`src/rtl/sprite_compositor.sv`:
```
// Maps the scan position onto player/platform sprite ROM coordinates and registers a per-pixel layer select.
// One cycle of latency, one pixel per clock, never stalls; overlap totals are reported at each frame start.
module sprite_compositor #(
    parameter int SIZE  = 16,
    parameter int HIT_W = 8
) (
    input  logic             Clk,
    input  logic             Reset,
    input  logic             frame_start,
    input  logic             pix_valid,
    input  logic [9:0]       DrawX,
    input  logic [9:0]       DrawY,
    input  logic [9:0]       player_x,
    input  logic [9:0]       player_y,
    input  logic [9:0]       plat_x,
    input  logic [9:0]       plat_y,
    output logic [9:0]       player_rom_x,
    output logic [9:0]       player_rom_y,
    input  logic             player_rom_bit,
    output logic [9:0]       plat_rom_x,
    output logic [9:0]       plat_rom_y,
    input  logic             plat_rom_bit,
    output logic             pix_out_valid,
    output logic [1:0]       pix_sel,
    output logic             collision,
    output logic [HIT_W-1:0] hit_count
);
    typedef enum logic {WAIT_FRAME, ACTIVE} state_t;

    localparam logic [10:0]      SZ      = 11'(SIZE);
    localparam logic [HIT_W-1:0] HIT_MAX = '1;

    state_t           state, state_nxt;
    logic             run;
    logic [9:0]       sh_px, sh_py, sh_fx, sh_fy;
    logic [9:0]       ox_p, oy_p, ox_f, oy_f;
    logic             in_p, in_f, hit_p, hit_f;
    logic             ovl1, coll_acc;
    logic [HIT_W-1:0] hit_acc, hit_sum;

    function automatic logic in_span(input logic [9:0] d, input logic [9:0] o);
        return ({1'b0, d} >= {1'b0, o}) && ({1'b0, d} < ({1'b0, o} + SZ));
    endfunction

    always_ff @(posedge Clk or posedge Reset) begin
        if (Reset) state <= WAIT_FRAME;
        else       state <= state_nxt;
    end

    // The frame_start cycle already belongs to the new frame, so it runs as ACTIVE.
    always_comb begin
        state_nxt = state;
        run       = (state == ACTIVE);
        if (frame_start) begin
            state_nxt = ACTIVE;
            run       = 1'b1;
        end
    end

    always_ff @(posedge Clk or posedge Reset) begin
        if (Reset) begin
            sh_px <= '0;
            sh_py <= '0;
            sh_fx <= '0;
            sh_fy <= '0;
        end else if (frame_start) begin
            sh_px <= player_x;
            sh_py <= player_y;
            sh_fx <= plat_x;
            sh_fy <= plat_y;
        end
    end

    // A pixel coincident with frame_start sees the origins being latched.
    assign ox_p = frame_start ? player_x : sh_px;
    assign oy_p = frame_start ? player_y : sh_py;
    assign ox_f = frame_start ? plat_x   : sh_fx;
    assign oy_f = frame_start ? plat_y   : sh_fy;

    assign in_p = in_span(DrawX, ox_p) && in_span(DrawY, oy_p);
    assign in_f = in_span(DrawX, ox_f) && in_span(DrawY, oy_f);

    assign player_rom_x = in_p ? (DrawX - ox_p) : 10'h3FF;
    assign player_rom_y = in_p ? (DrawY - oy_p) : 10'h3FF;
    assign plat_rom_x   = in_f ? (DrawX - ox_f) : 10'h3FF;
    assign plat_rom_y   = in_f ? (DrawY - oy_f) : 10'h3FF;

    assign hit_p = player_rom_bit & in_p;
    assign hit_f = plat_rom_bit & in_f;

    always_ff @(posedge Clk or posedge Reset) begin
        if (Reset) begin
            pix_out_valid <= 1'b0;
            pix_sel       <= 2'b00;
            ovl1          <= 1'b0;
        end else begin
            pix_out_valid <= pix_valid;
            ovl1          <= pix_valid & run & hit_p & hit_f;
            if (pix_valid && run)
                pix_sel <= hit_p ? 2'b10 : (hit_f ? 2'b01 : 2'b00);
            else
                pix_sel <= 2'b00;
        end
    end

    assign hit_sum = (hit_acc == HIT_MAX) ? HIT_MAX : (hit_acc + HIT_W'(ovl1));

    // The stage-1 pixel present at frame_start still closes the old frame.
    always_ff @(posedge Clk or posedge Reset) begin
        if (Reset) begin
            coll_acc  <= 1'b0;
            hit_acc   <= '0;
            collision <= 1'b0;
            hit_count <= '0;
        end else if (frame_start) begin
            collision <= coll_acc | ovl1;
            hit_count <= hit_sum;
            coll_acc  <= 1'b0;
            hit_acc   <= '0;
        end else if (state == ACTIVE) begin
            coll_acc <= coll_acc | ovl1;
            hit_acc  <= hit_sum;
        end
    end
endmodule
```
`config.mk`:
```
export PLATFORM = sky130hd
export DESIGN_NAME = sprite_compositor
export DESIGN_NICKNAME = d
export VERILOG_FILES = /design/src/rtl/sprite_compositor.sv
export SDC_FILE = /design/constraint.sdc
export NUM_CORES = 1
export LEC_CHECK = 0
export ABC_CLOCK_PERIOD_IN_PS = 3760
export CAP_MARGIN = 40
export CELL_PAD_IN_SITES_DETAIL_PLACEMENT = 1
export CELL_PAD_IN_SITES_GLOBAL_PLACEMENT = 1
export CORE_MARGIN = 2
export CORE_UTILIZATION = 35
export CTS_CLUSTER_DIAMETER = 30
export DETAILED_ROUTE_END_ITERATION = 10
export PLACE_DENSITY_LB_ADDON = 0.1
export SLEW_MARGIN = 10
export SYNTH_ARGS = -nofsm -noshare
export SYNTH_HDL_FRONTEND = slang
export SYNTH_SLANG_ARGS = --single-unit
```
`constraint.sdc`:
```
create_clock -name Clk -period 3.76 [get_ports Clk]
set_input_delay 0.376 -clock Clk [delete_from_list [all_inputs] [get_ports Clk]]
set_output_delay 0.376 -clock Clk [all_outputs]
set_load 0.005 [all_outputs]
```
; Word level (Yosys, flattened, before mapping)
; Cells that the tools add are included.
[op_classes]
n_addsub = 9
n_lt_le_gt_ge = 8
eq_ne = 1
muxes = 17
bitwise_logic = 6
reduce_logical = 8
[ops]
columns = operator, n
row1 = $mux 10, 8
row2 = $add 10x5->11 const B, 4
row3 = $lt 10x11->1, 4
row4 = $ge 10x10->1, 4
row5 = $sub 10x10->10, 4
row6 = $mux 8, 3
row7 = $add 8x1->8, 1
row8 = $eq 8x8->1 const B, 1
row9 = $logic_and 1x1->1, 7
row10 = $and 1x1->1, 5
row11 = $mux 1, 4
row12 = $mux 2, 2
row13 = $reduce_bool 2->1, 1
row14 = $or 1x1->1, 1
[word_totals]
ff_bits = 63
inputBits = 66
elab_cells = 61

; Longest topological paths before layout
; Gate-level depths: netlist of the first run.
[logic_depth]
depth_word = 9
depth_mapped = 18
ltp_nobuf = 13

; Worst setup path before layout of the first run
; No wires, ideal clock.
[synth_path]
kind = input-to-output
startpoint = input port frame_start
endpoint = output port plat_rom_x[4]
arrival_ns = 3.519
required_time_ns = 3.384
path_slack_ns = -0.135
cell_stages = 16
cell_sequence = buf_6 buf_6 buf_2 buf_2 buf_1 mux2i_1 inv_1 fa_1 nand2b_1 a211oi_1 o31ai_1 o311a_1 nor4_1 buf_2 buf_6 nand2_1
[synth_between]
elab_chain_len = 6
[synth_rtl]
columns = element, line
row1 = start: declaration, 9  ; input logic frame_start,
row2 = $mux 10 (*), --
row3 = via ox_f[1], 36  ; logic [9:0] ox_p, oy_p, ox_f, oy_f;
row4 = $add 10x5->11, 42  ; return ({1'b0, d} >= {1'b0, o}) && ({1'b0, d} < ({1'b0, o} + SZ));
row5 = $lt 10x11->1, 42
row6 = $logic_and 1x1->1, 42
row7 = $logic_and 1x1->1, 81  ; assign in_f = in_span(DrawX, ox_f) && in_span(DrawY, oy_f);
row8 = $mux 10 (*), 85  ; assign plat_rom_x = in_f ? (DrawX - ox_f) : 10'h3FF;
row9 = end: declaration, 20  ; output logic [9:0] plat_rom_x,
; Mark *: on every way through the listed nets, which the timed path passes. The rest lies on a longest branch.

; Worst setup path in the final report of the first run
[layout_path]
startpoint = register sh_fy[4]
endpoint = output port plat_rom_x[9]
[layout_between]
elab_chain_len = 6
[layout_rtl]
columns = element, line
row1 = start: declaration, 35  ; logic [9:0] sh_px, sh_py, sh_fx, sh_fy;
row2 = start signal: assignment, 70  ; sh_fy <= plat_y;
row3 = $mux 10 (*), --
row4 = via oy_f[4], 36
row5 = $add 10x5->11, 42
row6 = $lt 10x11->1, 42
row7 = $logic_and 1x1->1 (*), 42
row8 = $logic_and 1x1->1 (*), 81
row9 = $mux 10 (*), 85
; Marks and branches as above.

==> results.cfg, run 1 <==
[cts]
cts_tree = yes
clkSlewWorstSetupHoldPaths_ns = 0.06
max-clock-path-buffers = 2
clkSinkCount = 63
clock_insertion_delay_worst_skew_ns = 0.34
cts_buffers = 9
cts-htree-levels = 3
ctsRootBufferMaster = sky130_fd_sc_hd__clkbuf_16

[finish]
finalInstanceArea_um2 = 8680
area.growth.synth_to_final_pct = 60.9
final_util_pct = 57.3
design.final.nets = 1034
post_route_cells_drive_above_1_share_pct = 34.0
antenna_cells = 0

[setup_path]
cp_max_fo = 4
timing.critical_path.arrival_ns = 3.48
endpoint_kind = output port
crit_required_ns = 3.38
cp-start-kind = flop
rr_worst_depth = 15
reg2reg_from = sh_px[4]
worst-r2r-setup-slack_ns = 0.56
regToRegEndpoint = ovl1
worst-setup-path-type = flop to output port

[floorplanning]
die_height_um = 128
die_area_um2 = 16400
die-width_um = 128
placementRows = 45
initial_core_util_pct = 35.6
fp.coreArea_um2 = 15100
boundaryPins = 118

[routing]
top_layer = met4
first_iter_violations = 215
route.vias.total = 5625
routed_wire_length_per_instance_um = 18.5
wirelength_mm = 20.1
met2_wirelength_mm = 10.4
first_pass_iters = 4
postRouteAntennaNets = 0
drt-met1-wl_mm = 8.59
drc = 0
wl_met3_um = 677
avgViaCountPerCell = 5.18

[logic_synthesis]
synth_simple_gate_area_share_pct = 16.7
distinct_cells_synth = 57
synth_xor_xnor_area_share_pct = 7.31
synthesis.yosys.warnings = 0
syn_avg_cell_area_um2 = 9.02
synthMuxAreaShare_pct = 7.33
synth_largest_type_area_fraction_pct = 29.2
synth.yosys.seq_area_share_pct = 29.2
synth_top_cell_by_area = sky130_fd_sc_hd__dfrtp_1
netlist_top_cells_area = sky130_fd_sc_hd__dfrtp_1 29%, sky130_fd_sc_hd__ha_1 16%, sky130_fd_sc_hd__mux2i_1 6.5%
synth_top_family_by_area = adder cells
synth-seq-cells = 63
post_synth_inst_count = 598
synth.cell_area_um2 = 5390
synth-edff-count = 0
synth.net_count = 738
synth_compound_area_share_pct = 16.6
yosys.area_share.adder_pct = 17.7
async_reset_ff_share_pct = 100
synth_top_flop_cell = sky130_fd_sc_hd__dfrtp_1
yosys-top-cells-count = 70 x sky130_fd_sc_hd__ha_1, 63 x sky130_fd_sc_hd__dfrtp_1, 49 x sky130_fd_sc_hd__inv_1, 46 x sky130_fd_sc_hd__nand2_1, 46 x sky130_fd_sc_hd__nor2_1
synth.most_common_cell = sky130_fd_sc_hd__ha_1

[timing]
final.period_utilization_pct = 103
timing.clock.skew_ns = 0.00793
report.final.hold_viol_count = 0
max_freq_ghz = 0.259
worst_slew_pin_slew_ns = 0.711
finalSetupViolCount = 16
maxSlewViolCount = 0
rsz0062_at_grt = yes
timing.final.ws_setup_ns = -0.0952
final.min_clock_period_ns = 3.86
worst_slew_margin_rel_pct = 52.5

[min_path]
min_path_type = primary input to flop
holdPathEnd = sh_fy[5]
worst_hold_startpoint = plat_y[5]
hold-path-cell-count = 3

[pwr]
p_leak_nw = 4.17
peakVddDrop_uv = 207
cellPowerDensity_nw_per_um2 = 343

[placement]
detailedPlace.worstSlack_ns = -0.618
area_after_dpl_um2 = 7880
gpl.final_weighted_congestion = 0.912
detailed_place_hpwl_mm = 14.9
port-buffer-count = 117

[global_route]
largest_net_degree_at_the_start_of_global_routing = 36
overflow = 0
via_count_of_the_first_global_routing_pass = 6190
grt_use_total_pct = 23.7
grt_antenna_before_repair = 0
grt_pass1_wl_mm = 30.6

[status]
run_status = finished with violations
violations = setup timing

[job]
max_cap_viol_count = 0
area by class of cell:
cell class | instances | area, um^2
fillers | 1747 | 6470
inverters | 49 | 184
well taps | 188 | 235
flip-flops and latches | 63 | 1580
clock inverters | 3 | 42.5
repair buffers | 301 | 2510
clock buffers | 12 | 256
multi-input cells | 470 | 3870
registers in the layout (all words and copies together), names as in the netlist:
signal,count
sh_fx,10
hit_count,8
coll_acc,1
sh_fy,10
sh_px,10
sh_py,10
ovl1,1
collision,1
hit_acc,8
state,1
pix_out_valid,1
pix_sel,2
routing by layer:
| metal | vias up | GRT usage, % |
|---|---|---|
| met2 | 110 | 42.9 |
| met4 | 0 | 9.95 |
| li1 | 2722 | - |
| met1 | 2759 | 27.9 |
| met3 | 34 | 3.34 |
| met5 | - | 0 |
layout by cell type (no fill, tap or decap), types with 19 or more instances in the layout:
| cell type | netlist | layout |
|---|---|---|
| sky130_fd_sc_hd__clkdlybuf4s50_1 | 0 | 68 |
| sky130_fd_sc_hd__nor2_1 | 46 | 45 |
| sky130_fd_sc_hd__nand2_1 | 46 | 41 |
| sky130_fd_sc_hd__inv_1 | 49 | 46 |
| sky130_fd_sc_hd__xnor2_1 | 26 | 22 |
| sky130_fd_sc_hd__dfrtp_1 | 63 | 63 |
| sky130_fd_sc_hd__xor2_1 | 19 | 19 |
| sky130_fd_sc_hd__ha_1 | 70 | 63 |
| sky130_fd_sc_hd__a21oi_1 | 40 | 33 |
| sky130_fd_sc_hd__mux2i_1 | 35 | 28 |
| sky130_fd_sc_hd__buf_4 | 0 | 166 |
| sky130_fd_sc_hd__clkbuf_2 | 0 | 30 |
worst max path at each step:
stage / depth (start not counted) / end / start
2_1_floorplan: 18 / plat_rom_x[4] / frame_start
3_3_place_gp: 16 / plat_rom_x[1] / plat_y[4]
3_5_place_dp: 15 / plat_rom_x[2] / plat_x[5]
4_1_cts: 18 / plat_rom_x[2] / plat_y[5]
5_1_grt: 17 / plat_rom_x[9] / sh_fy[4]
6_report: 17 / plat_rom_x[9] / sh_fy[4]
stage by stage:
stage / instances / setup TNS [ns] / hold slack (ns) / power [mW]
6_report: 1086 / -0.519 / 0.374 / 2.97
5_1_grt: 1086 / -4.51 / 0.399 / 3.14
4_1_cts: 1072 / -0.0197 / 0.437 / 2.90
3_5_place_dp: 1037 / -16.71 / 0.491 / 1.95
3_3_place_gp: 1036 / -21.96 / 0.484 / 1.90
2_1_floorplan: 598 / 0 / 0.407 / 1.37
critical path, cell delays in order, from the launching register on:
cell and delay [ns]:
sky130_fd_sc_hd__dfrtp_1 0.37, sky130_fd_sc_hd__mux2i_1 0.17, sky130_fd_sc_hd__inv_1 0.12, sky130_fd_sc_hd__ha_4 0.19, sky130_fd_sc_hd__nand4_1 0.12, sky130_fd_sc_hd__nand2_2 0.08, sky130_fd_sc_hd__xnor2_2 0.13, sky130_fd_sc_hd__ha_1 0.32
sky130_fd_sc_hd__a21o_1 0.21, sky130_fd_sc_hd__a21oi_2 0.16, sky130_fd_sc_hd__nor2_2 0.06, sky130_fd_sc_hd__a211o_1 0.33, sky130_fd_sc_hd__nor4_4 0.21, sky130_fd_sc_hd__buf_4 0.18, sky130_fd_sc_hd__buf_6 0.12, sky130_fd_sc_hd__buf_6 0.09
sky130_fd_sc_hd__o2111ai_2 0.10, sky130_fd_sc_hd__buf_2 0.16
cells by family after synthesis:
| logic type | Yosys count |
|---|---|
| xor gates and xnor gates | 45 |
| adders and majority gates | 74 |
| AOI/OAI and AO/OA | 137 |
| muxes | 39 |
| and+or+nand+nor | 175 |
| DFF | 63 |
| buffers and inverters | 65 |
report_power, final:
group,internal [mW],leakage (nW),switching [mW]
sequential,0.729,0.769,0.0222
combinational,0.703,3.26,0.663
clock,0.545,0.145,0.312
total,1.98,4.17,0.997
repair_timing:
action,4_1_cts,5_1_grt
pin swaps,20,23
setup endpoints to repair,40,40
cloned,1,2
hold buffers,0,0
buffers inserted,19,14
gates resized for setup,110,120
(Power assumes the default switching activity.)
==> run 2, diff against run 1 <==
--- a/constraint.sdc
+++ b/constraint.sdc
@@ -3,2 +3,2 @@
 set_output_delay 0.376 -clock Clk [all_outputs]
-set_load 0.005 [all_outputs]
+set_load 0.05 [all_outputs]
==> run 2 against run 1 <==
The flow still finishes with violations (setup timing). Non-clock buffer count is 17 lower. Global-route usage up 1.8 points. Sequential share of layout area is 0.92 points lower. Fmax decreased by 3.8%. Critical path type unchanged. Critical endpoint unchanged.
==> results.cfg, run 2 (same netlist as run 1, synthesis figures left out) <==
[global_route]
grt_pass1_wl_mm = 32.1
via_count_of_the_first_global_routing_pass = 6094
overflow = 0
grt_use_total_pct = 25.5
largest_net_degree_at_the_start_of_global_routing = 36
grt_antenna_before_repair = 0

[setup_path]
critical-path-slowest-cell = sky130_fd_sc_hd__or4_4
reg2reg_from = sh_fx[5]
worst-r2r-setup-slack_ns = -0.02
endpoint_kind = output port
crit_path_cell_trace = mux2i_2, inv_2, buf_4, ha_2, xor2_1, ha_1, or4_4, a21oi_4, a31oi_4, buf_6, nor4_4, buf_6, o2111ai_4, buf_12
critical-path-top-cell-by-count = sky130_fd_sc_hd__buf_6
cp_max_fo = 5
largest_incremental_delay_on_the_critical_path_ns = 0.56
cp-start-kind = flop
worst-setup-path-type = flop to output port
regToRegEndpoint = sh_fx[5]
rr_worst_depth = 28
crit_required_ns = 3.38
timing.critical_path.arrival_ns = 3.63

[status]
run_status = finished with violations
violations = setup timing

[cts]
clock_insertion_delay_worst_skew_ns = 0.35
clkSinkCount = 63
cts-htree-levels = 3
clkSlewWorstSetupHoldPaths_ns = 0.06
cts.hold.buffers_added = 0
cts_buffers = 9
ctsRootBufferMaster = sky130_fd_sc_hd__clkbuf_16
max-clock-path-buffers = 2
cts_tree = yes

[timing]
final.min_clock_period_ns = 4.01
worst_slew_pin_slew_ns = 0.718
rsz0062_at_grt = yes
finalSetupViolCount = 40
timing.clock.skew_ns = 0.00549
whs_ns = 0.457
maxSlewViolCount = 0
timing.final.ws_setup_ns = -0.247
report.final.hold_viol_count = 0
final.period_utilization_pct = 107
max_freq_ghz = 0.250
worst_slew_margin_rel_pct = 52.2

[finish]
antenna_cells = 0
nFillCells = 1657
layout_commonest_cell = sky130_fd_sc_hd__buf_4
most-common-layout-cells = 155 x sky130_fd_sc_hd__buf_4, 68 x sky130_fd_sc_hd__clkdlybuf4s50_1, 63 x sky130_fd_sc_hd__dfrtp_1, 61 x sky130_fd_sc_hd__ha_1, 46 x sky130_fd_sc_hd__nor2_1
post_route_cells_drive_above_1_share_pct = 35.5
area.growth.synth_to_final_pct = 69.5
design.final.nets = 1017
final_util_pct = 60.3

[placement]
gpl.final_weighted_congestion = 0.847
detailed_place_hpwl_mm = 14.3
port-buffer-count = 117

[floorplanning]
fp.coreArea_um2 = 15100
die-width_um = 128
boundaryPins = 118
die_area_um2 = 16400
placementRows = 45
die_height_um = 128
initial_core_util_pct = 35.6

[min_path]
min_path_type = primary input to asynchronous set/reset pin

[routing]
first_pass_iters = 4
avgViaCountPerCell = 5.36
top_layer = met4
wirelength_mm = 23.0
met2_wirelength_mm = 12.1
drc = 0
route.vias.total = 5733
first_iter_violations = 349
routed_wire_length_per_instance_um = 21.5
drt-met1-wl_mm = 9.37
wl_met3_um = 698
postRouteAntennaNets = 0

[pwr]
peakVddDrop_uv = 218
p_leak_nw = 4.32
totalPowerFinal_mw = 3.44
cellPowerDensity_nw_per_um2 = 377

[job]
max_cap_viol_count = 0
## run 2: changes by cell type in the layout (fill, tap and decap cells not counted), moves of 3 or more
cell	change
sky130_fd_sc_hd__inv_2	+5
sky130_fd_sc_hd__nand2_1	-9
sky130_fd_sc_hd__bufinv_16	+3
sky130_fd_sc_hd__buf_4	-11
sky130_fd_sc_hd__buf_6	+13
sky130_fd_sc_hd__buf_12	+20
sky130_fd_sc_hd__mux2i_1	-4
sky130_fd_sc_hd__inv_1	-5
sky130_fd_sc_hd__buf_2	-6
sky130_fd_sc_hd__nand2_2	+6
sky130_fd_sc_hd__clkbuf_2	-30
sky130_fd_sc_hd__nand2_4	+3
## run 2: worst max-delay path, delay by kind of cell, from the launching register on
kind | cells | cell delay (ns)
AOI/OAI and AO/OA | 3 | 0.42
xor gates and xnor gates | 1 | 0.18
adders and majority gates | 2 | 0.44
buffers and inverters | 5 | 0.76
DFF | 1 | 0.38
muxes | 1 | 0.19
and+or+nand+nor | 2 | 0.91
## run 2: how the worst max path moves through the flow
stage / endpoint / slack (ns) / startpoint / cells after the start
floorplan: plat_rom_y[9] / 0.005 / frame_start / 14
global placement: plat_rom_x[7] / -0.68 / plat_y[4] / 15
detailed placement: plat_rom_y[9] / -0.41 / plat_y[5] / 16
CTS: plat_rom_x[9] / 0.002 / sh_fy[4] / 15
global route: plat_rom_x[9] / -0.29 / sh_fx[4] / 14
finish: plat_rom_x[9] / -0.25 / sh_fx[5] / 14
## run 2: area by class of cell
type,count,area [um^2],area share [%]
multi-input cells,470,4000,43.8
clock buffers,11,243,2.66
repair buffers,284,2770,30.3
flip-flops and latches,63,1580,17.3
inverters,49,184,2.01
well taps,188,235,2.57
clock inverters,5,129,1.41
## run 2: what timing repair did
| item | CTS | global route |
|---|---|---|
| cloned | 2 | 0 |
| setup endpoints to repair | 40 | 41 |
| pin swaps | 20 | 16 |
| buffers inserted | 53 | 13 |
| resized for setup | 61 | 63 |
## run 2: power by group
part / internal [mW] / switching (mW)
clock network: 0.735 / 0.336
logic: 0.763 / 0.852
registers: 0.729 / 0.0279
## run 2: through the flow
stage	std cells	TNS (ns)	setup slack, ns	area (um^2)
3_3_place_gp	987	-15.51	-0.675	7760
3_5_place_dp	988	-11.47	-0.414	7770
2_1_floorplan	598	0	0.00481	5570
4_1_cts	1058	0	0.00182	8790
6_report	1070	-6.16	-0.247	9140
5_1_grt	1070	-9.09	-0.290	9140
## run 2: layer usage
metal | global-route usage, % | vias to the layer above
li1 | - | 2695
met1 | 29.1 | 2842
met2 | 47.8 | 143
met3 | 3.01 | 53
met4 | 10.5 | 0
met5 | 0 | -
==> run 3, diff against run 2 <==
- SETUP_SLACK_MARGIN: default -> 0.1
==> run 3 against run 2 <==
The flow still finishes with violations (setup timing). Setup slack gained 0.23 ns. Register-to-register slack gained 0.51 ns. Cell count shrank 2.4%. Non-clock buffer count shrank 26. Combinational power grew 3%. Sequential power is essentially flat. Final area grew 2.1%. Critical path depth grew 1. Via count shrank 2.0%. Die area is the same.
==> results.cfg, run 3 (same netlist as run 1, synthesis figures left out) <==
[status]
run_status = finished with violations
violations = setup timing

[finish]
regArea_um2 = 1580
antenna_cells = 0
multi_input_area_um2 = 4300
layout_commonest_cell = sky130_fd_sc_hd__buf_4
nFillCells = 1615
final_util_pct = 61.6
most-common-layout-cells = 118 x sky130_fd_sc_hd__buf_4, 67 x sky130_fd_sc_hd__clkdlybuf4s50_1, 63 x sky130_fd_sc_hd__dfrtp_1, 59 x sky130_fd_sc_hd__ha_1, 46 x sky130_fd_sc_hd__nor2_1
area.growth.synth_to_final_pct = 73.0
design.final.nets = 991
layout.cells.non_filler = 1044
post_route_cells_drive_above_1_share_pct = 36.9

[timing]
report.final.hold_viol_count = 0
timing.clock.skew_ns = 0.00620
worst_slew_margin_rel_pct = 53.0
rsz0062_at_grt = yes
timing.final.ws_setup_ns = -0.0218
max_freq_ghz = 0.264
finalSetupViolCount = 1
final.min_clock_period_ns = 3.78
fin_tns_setup_ns = -0.0218
maxSlewViolCount = 0
final.period_utilization_pct = 101
worst_slew_pin_slew_ns = 0.704

[routing]
first_pass_iters = 4
top_layer = met4
routed_wire_length_per_instance_um = 20.3
avgViaCountPerCell = 5.38
postRouteAntennaNets = 0
wirelength_mm = 21.2
drc = 0
first_iter_violations = 244
drt-met1-wl_mm = 9.17
met2_wirelength_mm = 10.9
wl_met3_um = 645
route.vias.total = 5621

[placement]
numPlacedInstances = 979
detailed_place_hpwl_mm = 14.1
detailedPlace.worstSlack_ns = -0.556
gpl.final_weighted_congestion = 0.851
port-buffer-count = 117

[setup_path]
critical-path-top-cell-by-count = sky130_fd_sc_hd__buf_6
timing.critical_path.arrival_ns = 3.41
cp-start-kind = flop
cp_max_fo = 5
crit_path_cell_trace = mux2i_4, inv_2, ha_4, o21ai_4, xnor2_2, ha_2, or4_4, a21oi_4, a31oi_4, buf_6, nor4_4, buf_6, buf_8, o2111ai_4, buf_12
critical-path-slowest-cell = sky130_fd_sc_hd__or4_4
endpoint_kind = output port
largest_incremental_delay_on_the_critical_path_ns = 0.55
crit_required_ns = 3.38
worst-setup-path-type = flop to output port
worst-r2r-setup-slack_ns = 0.49

[floorplanning]
boundaryPins = 118
die-width_um = 128
die_area_um2 = 16400
die_height_um = 128
fp.coreArea_um2 = 15100
initial_core_util_pct = 35.6
placementRows = 45

[pwr]
cellPowerDensity_nw_per_um2 = 366
total_switching_power_mw = 1.25
clock_group_share_of_total_power_pct = 29.3
comb_power_share_pct = 48.5
p_leak_nw = 4.44
peakVddDrop_uv = 237
switching_share_pct = 36.5
p_int_mw = 2.17
pwr-share-seq_pct = 22.2

[cts]
max-clock-path-buffers = 2
ctsRootBufferMaster = sky130_fd_sc_hd__clkbuf_16
clkSlewWorstSetupHoldPaths_ns = 0.06
cts_buffers = 9
cts.hold.buffers_added = 0
clkSinkCount = 63
cts_tree = yes
clock_insertion_delay_worst_skew_ns = 0.34
cts-htree-levels = 3

[global_route]
overflow = 0
largest_net_degree_at_the_start_of_global_routing = 38
grt_use_total_pct = 23.6
grt_pass1_wl_mm = 30.4
grt_antenna_before_repair = 0
via_count_of_the_first_global_routing_pass = 5955

[job]
max_cap_viol_count = 0

[min_path]
min_path_type = primary input to asynchronous set/reset pin
run 3: cell types whose count changed in the layout (fill, tap and decap cells not counted), sizes merged:
cell / previous run / this run
buf: 208 / 182
clkdlybuf4s50: 68 / 67
dlymetal6s2s: 5 / 3
clkinvlp: 0 / 2
clkinv: 1 / 0
bufinv: 4 / 3
dlygate4sd2: 3 / 6
run 3: layout make-up:
type                       instances  area share, %
multi-input combinational        470           46.0
sequential                        63           16.9
inverter                          49           1.97
timing repair buffer             258           28.8
clock buffer                      11           2.60
tap                              188           2.52
clock inverter                     5           1.13
run 3: critical path: cells and delay by family (launching register included):
| kind | cells | cell delay [ns] |
|---|---|---|
| compound gates | 4 | 0.52 |
| xor+xnor | 1 | 0.08 |
| fa+ha+maj | 2 | 0.38 |
| buf+inv | 5 | 0.76 |
| flops | 1 | 0.39 |
| mux | 1 | 0.23 |
| simple gates | 2 | 0.69 |
run 3: stage by stage:
| step | instance area [um^2] | hold WS [ns] | power (mW) |
|---|---|---|---|
| final | 9330 | 0.462 | 3.41 |
| after global routing | 9330 | 0.487 | 3.56 |
| after CTS | 8600 | 0.465 | 3.19 |
| after detailed placement | 7730 | 0.493 | 2.05 |
| after global placement | 7720 | 0.486 | 2.01 |
| after floorplan | 5610 | 0.407 | 1.55 |
run 3: worst paths after layout:
kind,cells after the start,start,endpoint
max,15,sh_fx[4],plat_rom_x[9]
min,2,Reset,sh_fy[3]
max reg2reg,14,sh_px[5],ovl1
min reg2reg,2,coll_acc,coll_acc
max in group asynchronous,3,Reset,sh_py[1]
min in group Clk,2,plat_x[0],sh_fx[0]
run 3: timing repair:
item,4_1_cts,5_1_grt
endpoints found under the setup margin,40,40
pin swaps,18,14
resized for setup,74,136
buffers inserted,27,19
cloned,2,1
run 3: power groups by stage:
stage                     clock network [mW]  registers (mW)  logic, mW
final                                   1.00           0.756       1.66
after CTS                               1.01           0.754       1.42
after global routing                    1.03           0.761       1.77
after floorplan                            0           0.786      0.761
after global placement                     0           0.760       1.25
after detailed placement                   0           0.763       1.29
run 3: metal layers:
layer  vias to the layer above  track usage (%)
li1                       2646                -
met1                      2821             29.5
met2                       117             41.1
met3                        37             3.38
met4                         0             9.18
met5                         -                0
